**src/rtl/ntt_job_host.sv**
```systemverilog
// Host-side job sequencer for the pipelined NTT controller: load poly, clear, run, drain.
// Latency: first output coefficient 2 cycles after the drain phase begins; 1 coeff/cycle load and drain.
// Backpressure: s_ready low outside IDLE/LOAD; drain reads throttled so the skid FIFO never overflows.

// Small synchronous FIFO; depth must be a power of two (pointers wrap naturally).
module ntt_job_fifo #(
   parameter int W     = 32,
   parameter int DEPTH = 2,
   parameter int AW    = 1
) (
   input  logic          clk,
   input  logic          rst_n,
   input  logic          wr_vld,
   input  logic [W-1:0]  wr_dat,
   input  logic          rd_rdy,
   output logic          rd_vld,
   output logic [W-1:0]  rd_dat,
   output logic [AW:0]   level
);

   logic [W-1:0]  mem [DEPTH];
   logic [AW-1:0] wp_q;
   logic [AW-1:0] rp_q;
   logic [AW:0]   cnt_q;
   logic          push;
   logic          pop;

   assign push   = wr_vld && (cnt_q != (AW+1)'(DEPTH));
   assign pop    = rd_rdy && (cnt_q != '0);
   assign rd_vld = (cnt_q != '0);
   assign rd_dat = mem[rp_q];
   assign level  = cnt_q;

   // Storage is data-only; validity comes from the reset occupancy count.
   always_ff @(posedge clk) begin
      if (push) begin
         mem[wp_q] <= wr_dat;
      end
   end

   // Pointer and occupancy tracking.
   always_ff @(posedge clk or negedge rst_n) begin
      if (!rst_n) begin
         wp_q  <= '0;
         rp_q  <= '0;
         cnt_q <= '0;
      end else begin
         if (push) begin
            wp_q <= wp_q + 1'b1;
         end
         if (pop) begin
            rp_q <= rp_q + 1'b1;
         end
         case ({push, pop})
            2'b10:   cnt_q <= cnt_q + 1'b1;
            2'b01:   cnt_q <= cnt_q - 1'b1;
            default: cnt_q <= cnt_q;
         endcase
      end
   end

endmodule

module ntt_job_host #(
   parameter int K          = 32,
   parameter int N          = 256,
   parameter int N_bits     = 8,
   parameter int CLR_CYCLES = 5
) (
   input  logic              clk,
   input  logic              reset,
   input  logic              cmd_intt,
   input  logic              s_valid,
   output logic              s_ready,
   input  logic [K-1:0]      s_data,
   input  logic              s_last,
   output logic              bram_sel,
   output logic              bram_we,
   output logic [N_bits-1:0] bram_addr,
   output logic [K-1:0]      bram_wdata,
   input  logic [K-1:0]      bram_rdata,
   output logic              ntt_reset,
   output logic              ntt_start,
   output logic              ntt_is_intt,
   input  logic              ntt_done,
   output logic              m_valid,
   input  logic              m_ready,
   output logic [K-1:0]      m_data,
   output logic              m_last,
   output logic              busy,
   output logic              err_len
);

   localparam int CW = $clog2(CLR_CYCLES + 1);

   typedef enum logic [2:0] {
      S_IDLE  = 3'd0,
      S_LOAD  = 3'd1,
      S_CLR   = 3'd2,
      S_RUN   = 3'd3,
      S_DRAIN = 3'd4
   } state_t;

   state_t            state_q;
   state_t            state_d;

   logic              s_ready_q;
   logic              s_acc;
   logic [N_bits-1:0] idx_q;
   logic              last_idx;
   logic              beat_bad;
   logic              mode_q;
   logic              err_q;
   logic [CW-1:0]     clr_cnt_q;
   logic              clr_end;
   logic              done_low_q;

   logic [N_bits:0]   rd_cnt_q;
   logic              infl_q;
   logic              rd_issue;
   logic [N_bits-1:0] out_cnt_q;
   logic              out_last;
   logic              m_pop;
   logic [2:0]        occ;

   logic              fifo_vld;
   logic [K-1:0]      fifo_dat;
   logic [1:0]        fifo_level;

   assign s_ready  = s_ready_q;
   // s_ready is only ever high in IDLE/LOAD, so an accepted beat is always a load beat.
   assign s_acc    = s_valid & s_ready_q;
   assign last_idx = (idx_q == N_bits'(N - 1));
   assign beat_bad = (s_last != last_idx);
   assign clr_end  = (clr_cnt_q == CW'(CLR_CYCLES - 1));
   assign out_last = (out_cnt_q == N_bits'(N - 1));
   assign m_pop    = fifo_vld & m_ready;

   // A read may issue only if everything already buffered or in flight, less the word
   // leaving this cycle, leaves a free FIFO slot for it when its data lands.
   assign occ      = {1'b0, fifo_level} + {2'b00, infl_q};
   assign rd_issue = (state_q == S_DRAIN) && (rd_cnt_q < (N_bits+1)'(N)) &&
                     (occ <= ({2'b00, m_pop} + 3'd1));

   // Skid buffer absorbing the one-cycle BRAM read latency during drain.
   ntt_job_fifo #(.W(K), .DEPTH(2), .AW(1)) u_skid (
      .clk    (clk),
      .rst_n  (reset),
      .wr_vld (infl_q),
      .wr_dat (bram_rdata),
      .rd_rdy (m_ready),
      .rd_vld (fifo_vld),
      .rd_dat (fifo_dat),
      .level  (fifo_level)
   );

   // FSM state register.
   always_ff @(posedge clk or negedge reset) begin
      if (!reset) begin
         state_q <= S_IDLE;
      end else begin
         state_q <= state_d;
      end
   end

   // FSM next-state decode.
   always_comb begin
      state_d = state_q;
      case (state_q)
         S_IDLE:  if (s_acc)                  state_d = S_LOAD;
         S_LOAD:  if (s_acc && last_idx)      state_d = S_CLR;
         S_CLR:   if (clr_end)                state_d = S_RUN;
         // A done level seen before any low sample is left over from the last job.
         S_RUN:   if (ntt_done && done_low_q) state_d = S_DRAIN;
         S_DRAIN: if (m_pop && out_last)      state_d = S_IDLE;
         default:                             state_d = S_IDLE;
      endcase
   end

   // FSM outputs: port ownership, controller handshake and BRAM port mux.
   always_comb begin
      bram_sel    = (state_q != S_RUN);
      ntt_reset   = (state_q == S_IDLE) || (state_q == S_LOAD) || (state_q == S_CLR);
      ntt_start   = (state_q == S_RUN);
      ntt_is_intt = mode_q;
      busy        = (state_q != S_IDLE);
      bram_we     = s_acc;
      bram_wdata  = s_acc ? s_data : '0;
      bram_addr   = '0;
      case (state_q)
         S_IDLE, S_LOAD: bram_addr = idx_q;
         S_DRAIN:        bram_addr = rd_cnt_q[N_bits-1:0];
         default:        bram_addr = '0;
      endcase
      m_valid     = fifo_vld;
      m_data      = fifo_vld ? fifo_dat : '0;
      m_last      = fifo_vld && out_last;
      err_len     = err_q;
   end

   // Input ready is registered so it drops the cycle after the final load beat.
   always_ff @(posedge clk or negedge reset) begin
      if (!reset) begin
         s_ready_q <= 1'b0;
      end else begin
         s_ready_q <= (state_d == S_IDLE) || (state_d == S_LOAD);
      end
   end

   // Load index, job mode latch and sticky length error.
   always_ff @(posedge clk or negedge reset) begin
      if (!reset) begin
         idx_q  <= '0;
         mode_q <= 1'b0;
         err_q  <= 1'b0;
      end else if (s_acc) begin
         idx_q <= last_idx ? '0 : idx_q + 1'b1;
         if (state_q == S_IDLE) begin
            mode_q <= cmd_intt;
            err_q  <= beat_bad;
         end else begin
            err_q  <= err_q | beat_bad;
         end
      end
   end

   // Clear-phase timer and fresh-done qualifier for the run phase.
   always_ff @(posedge clk or negedge reset) begin
      if (!reset) begin
         clr_cnt_q  <= '0;
         done_low_q <= 1'b0;
      end else begin
         clr_cnt_q  <= (state_q == S_CLR) ? clr_cnt_q + 1'b1 : '0;
         if (state_q != S_RUN) begin
            done_low_q <= 1'b0;
         end else if (!ntt_done) begin
            done_low_q <= 1'b1;
         end
      end
   end

   // Drain read address, in-flight read flag and output beat counter.
   always_ff @(posedge clk or negedge reset) begin
      if (!reset) begin
         rd_cnt_q  <= '0;
         infl_q    <= 1'b0;
         out_cnt_q <= '0;
      end else begin
         infl_q <= rd_issue;
         if (state_q != S_DRAIN) begin
            rd_cnt_q  <= '0;
            out_cnt_q <= '0;
         end else begin
            if (rd_issue) begin
               rd_cnt_q <= rd_cnt_q + 1'b1;
            end
            if (m_pop) begin
               out_cnt_q <= out_cnt_q + 1'b1;
            end
         end
      end
   end

endmodule

```
**config.mk**
```make
export PLATFORM = sky130hd
export DESIGN_NAME = ntt_job_host
export DESIGN_NICKNAME = d
export VERILOG_FILES = /design/src/rtl/ntt_job_host.sv
export SDC_FILE = /design/constraint.sdc
export NUM_CORES = 1
export LEC_CHECK = 0
export ABC_AREA = 1
export BUFFER_PORTS_ARGS = -buffer_cell sky130_fd_sc_hd__buf_2
export CAP_MARGIN = 20
export CORE_MARGIN = 2
export CORE_UTILIZATION = 33
export DETAILED_ROUTE_END_ITERATION = 7
export GPL_ROUTABILITY_DRIVEN = 0
export PLACE_DENSITY = 0.63
export SYNTH_ARGS = -nofsm -noshare
export SYNTH_HDL_FRONTEND = slang
export SYNTH_HIERARCHICAL = 1
export SYNTH_SLANG_ARGS = --single-unit
```
**constraint.sdc**
```tcl
create_clock -name clk -period 2.4 [get_ports clk]
set_clock_uncertainty 0.05 [all_clocks]
set_input_delay 0.12 -clock clk [delete_from_list [all_inputs] [get_ports clk]]
set_output_delay 0.12 -clock clk [all_outputs]
set_load 0.02 [all_outputs]
```
==> reports/results.tsv <==
metric	value	unit
Ys Warns	6	
Most used DFF post-synth	edfxtp_1	
Clock Path Buffers	2	
DR vias	4268	
Core Region	15300	µm²
register area	2920	µm²
Worst Setup End Kind	register	
Slew Viols, Final	0	
total CTS buffers	9	
Avg WL per Cell	11.3	µm
Die Area	16800	µm²
Reg clk slew, reported paths	0.08	ns
root buffer cell	clkbuf_16	
CP Depth	11	
multi-input logic area	1710	µm²
Syn-to-layout area delta	30.3	%
hpwl dp	7900	µm
Leakage	3.54	nW
Worst Max-Slew Pin Slew	0.929	ns
sequential cell area fraction in the yosys report	0.561	
Max-cap violations	0	
CP Cell Sequence	inv_1 -> nand2_1 -> nand2_2 -> fa_1 -> nand3_1 -> nand2_1 -> nand2_1 -> nand2_1 -> buf_4 -> nand3_1 -> o21ai_2	
dominant cells by area after synthesis	edfxtp_1, dfrtp_1, nand2_1	
I/O Buffers	152	
DR vias/cell	4.26	
Worst EP arrival	2.39	ns
post-synthesis net count	683	
diode count	0	
final setup fails	0	
drt initial violations	199	
critical path's slowest cell	fa_1	
largest net degree at the start of global routing	41	
initial antenna violation count	0	
Core Util, Final	0.443	
Final ANT Viol Nets	0	
Starting Density	0.340	
DRC violations left	0	
CTS Sinks	104	
Worst Hold Depth	3	
most frequent CP cell	nand2_1	
remaining global-route overflow	0	
final hold slack	0.0119	ns
WL final	11300	µm
WS Path Type	register to register	
WP data required	2.64	ns
Post-Route Setup TNS	0	ns
startpoint types	register	
Fmax	0.464	GHz
fin crit share	0.898	
Die X	130	µm
vias in the first global route	4014	
iteration count of the initial detailed-routing pass	4	
first-pass GRT wire length	18400	µm
CTS tree	done	
R2R cell count	11	
fillers	1499	
outcome	finished clean	
hold crit path type	input pin to register	
Worst-Skew Late Latency	0.36	ns
final hold vios	0	
Post-Synthesis Cell Area	5210	µm²
Rel. slew slack	0.381	
#FFs+latches synth	104	
crit-path max FO	9	
RSZ-0062 raised after global routing	false	
maximum VDD drop	405	µV
Synth cell types	32	
nets	868	
Largest delay share family, worst path	simple AND/OR/NAND/NOR gates	
Die Y-Extent	130	µm
Async SR Flop Fraction	0.385	
GRT Total Usage	0.140	
Tmin final	2.16	ns
Synth Instances	602	
pwr/cell area	932	nW/µm²
FP Rows	45	
synthesized area per cell	8.65	µm²
Ports	153	
cell taking the most area after synthesis	edfxtp_1	
Critical Path Max Stage Delay	0.55	ns
Yosys top cell area share	0.369	
share of cells above drive strength 1	0.247	
H-Tree Depth	3	
number of synthesized flops with an enable pin	64	
CP bufs+invs	2	
-- cells by family after synthesis --
logic type,count (synthesis),synth area share
DFF,104,0.561
buffers and inverters,133,0.111
AOI/OAI and AO/OA,31,0.0346
and+or+nand+nor,313,0.249
xor gates and xnor gates,11,0.0185
adders and majority gates,10,0.0255
-- cells in the final DEF (no fill, tap or decap) --
master / count
o22ai_1: 5
nor2_1: 60
clkinvlp_4: 1
fa_1: 1
nor3_1: 3
nand2_1: 193
edfxtp_1: 64
o211ai_1: 2
and3_1: 1
o21ai_2: 3
dlygate4sd3_1: 36
clkinv_2: 1
ha_1: 9
xnor2_1: 5
nand3_1: 29
nand4_1: 9
nor2_4: 2
inv_2: 2
inv_6: 3
dfrtp_1: 40
nand3b_1: 2
inv_8: 3
buf_4: 6
o21ai_1: 3
o21ai_0: 9
xor2_1: 6
inv_1: 110
buf_2: 152
o21bai_1: 1
a21oi_1: 8
nand2_4: 1
nand2_2: 13
clkbuf_16: 9
-- cells in the mapped netlist, types with 2 or more instances --
cell,number
buf_4,3
nand2_1,193
o21ai_0,9
nor2_1,61
xor2_1,6
buf_1,3
edfxtp_1,64
buf_2,4
ha_1,9
o21ai_2,3
xnor2_1,5
a21oi_1,8
nor3_1,3
o22ai_1,5
o211ai_1,2
clkbuf_1,3
nand4_1,9
inv_2,2
nand3b_1,2
buf_6,6
o21ai_1,3
inv_1,110
nand3_1,29
nand2_2,13
dfrtp_1,40
-- metal layers --
layer | wire length (µm) | track usage
met1 | 5200 | 0.174
met2 | 5340 | 0.236
met3 | 597 | 0.0322
met4 | 190 | 0.0569
met5 | 0 | 0
-- report_power, final --
part	total [W]	internal, W	leakage [nW]	switching, W
registers	0.00219	0.00203	1.09	0.000153
clock network	0.00143	0.000728	0.141	0.000699
logic	0.00271	0.000876	2.30	0.00184
-- registers in the layout, summed over array words and instances, names as in the netlist, 2 cells and up --
signal	cells
u_skid/mem	64
state_q	3
rd_cnt_q	9
clr_cnt_q	3
u_skid/level	2
idx_q	8
out_cnt_q	8
-- path summary, 6_finish.rpt --
path	to	slack, ns	startpoint
max in group asynchronous	idx_q[7]	1.33	reset
worst min-delay path	u_skid/rp_q	0.01	m_ready
worst max-delay path	rd_cnt_q[7]	0.24	u_skid/level[1]
worst max register to register	rd_cnt_q[7]	0.24	u_skid/level[1]
worst min register to register	clr_cnt_q[0]	0.40	clr_cnt_q[0]
min in group asynchronous	u_skid/rp_q	0.39	reset
-- through the flow --
stage / std cells / cell area, µm² / setup slack, ns / total power, W
3_5_place_dp: 951 / 6140 / 0.242 / 0.00493
3_3_place_gp: 951 / 6140 / 0.281 / 0.00490
4_1_cts: 1003 / 6780 / 0.220 / 0.00641
6_report: 1003 / 6780 / 0.245 / 0.00632
2_1_floorplan: 602 / 5210 / 0.186 / 0.00416
5_1_grt: 1003 / 6780 / 0.0140 / 0.00682
-- worst min-delay path, cell delays in order --
cell and delay, ns:
buf_2 0.12, nand3_1 0.08, nand2_1 0.06
-- final cells by class --
cell class	instances	share of cell area
Timing Repair Buffer	194	0.172
Tap cell	211	0.0389
Sequential cell	104	0.431
Inverter	113	0.0636
Clock inverter	7	0.00904
Clock buffer	9	0.0332
Multi-Input combinational cell	365	0.252
-- what timing repair did --
| action | 4_1_cts | 5_1_grt |
|---|---|---|
| gates resized for setup | 0 | 0 |
| hold buffers | 36 | 0 |
| hold endpoints to repair | 107 | 0 |
| buffers inserted | 0 | 0 |
(Power assumes the default switching activity.)
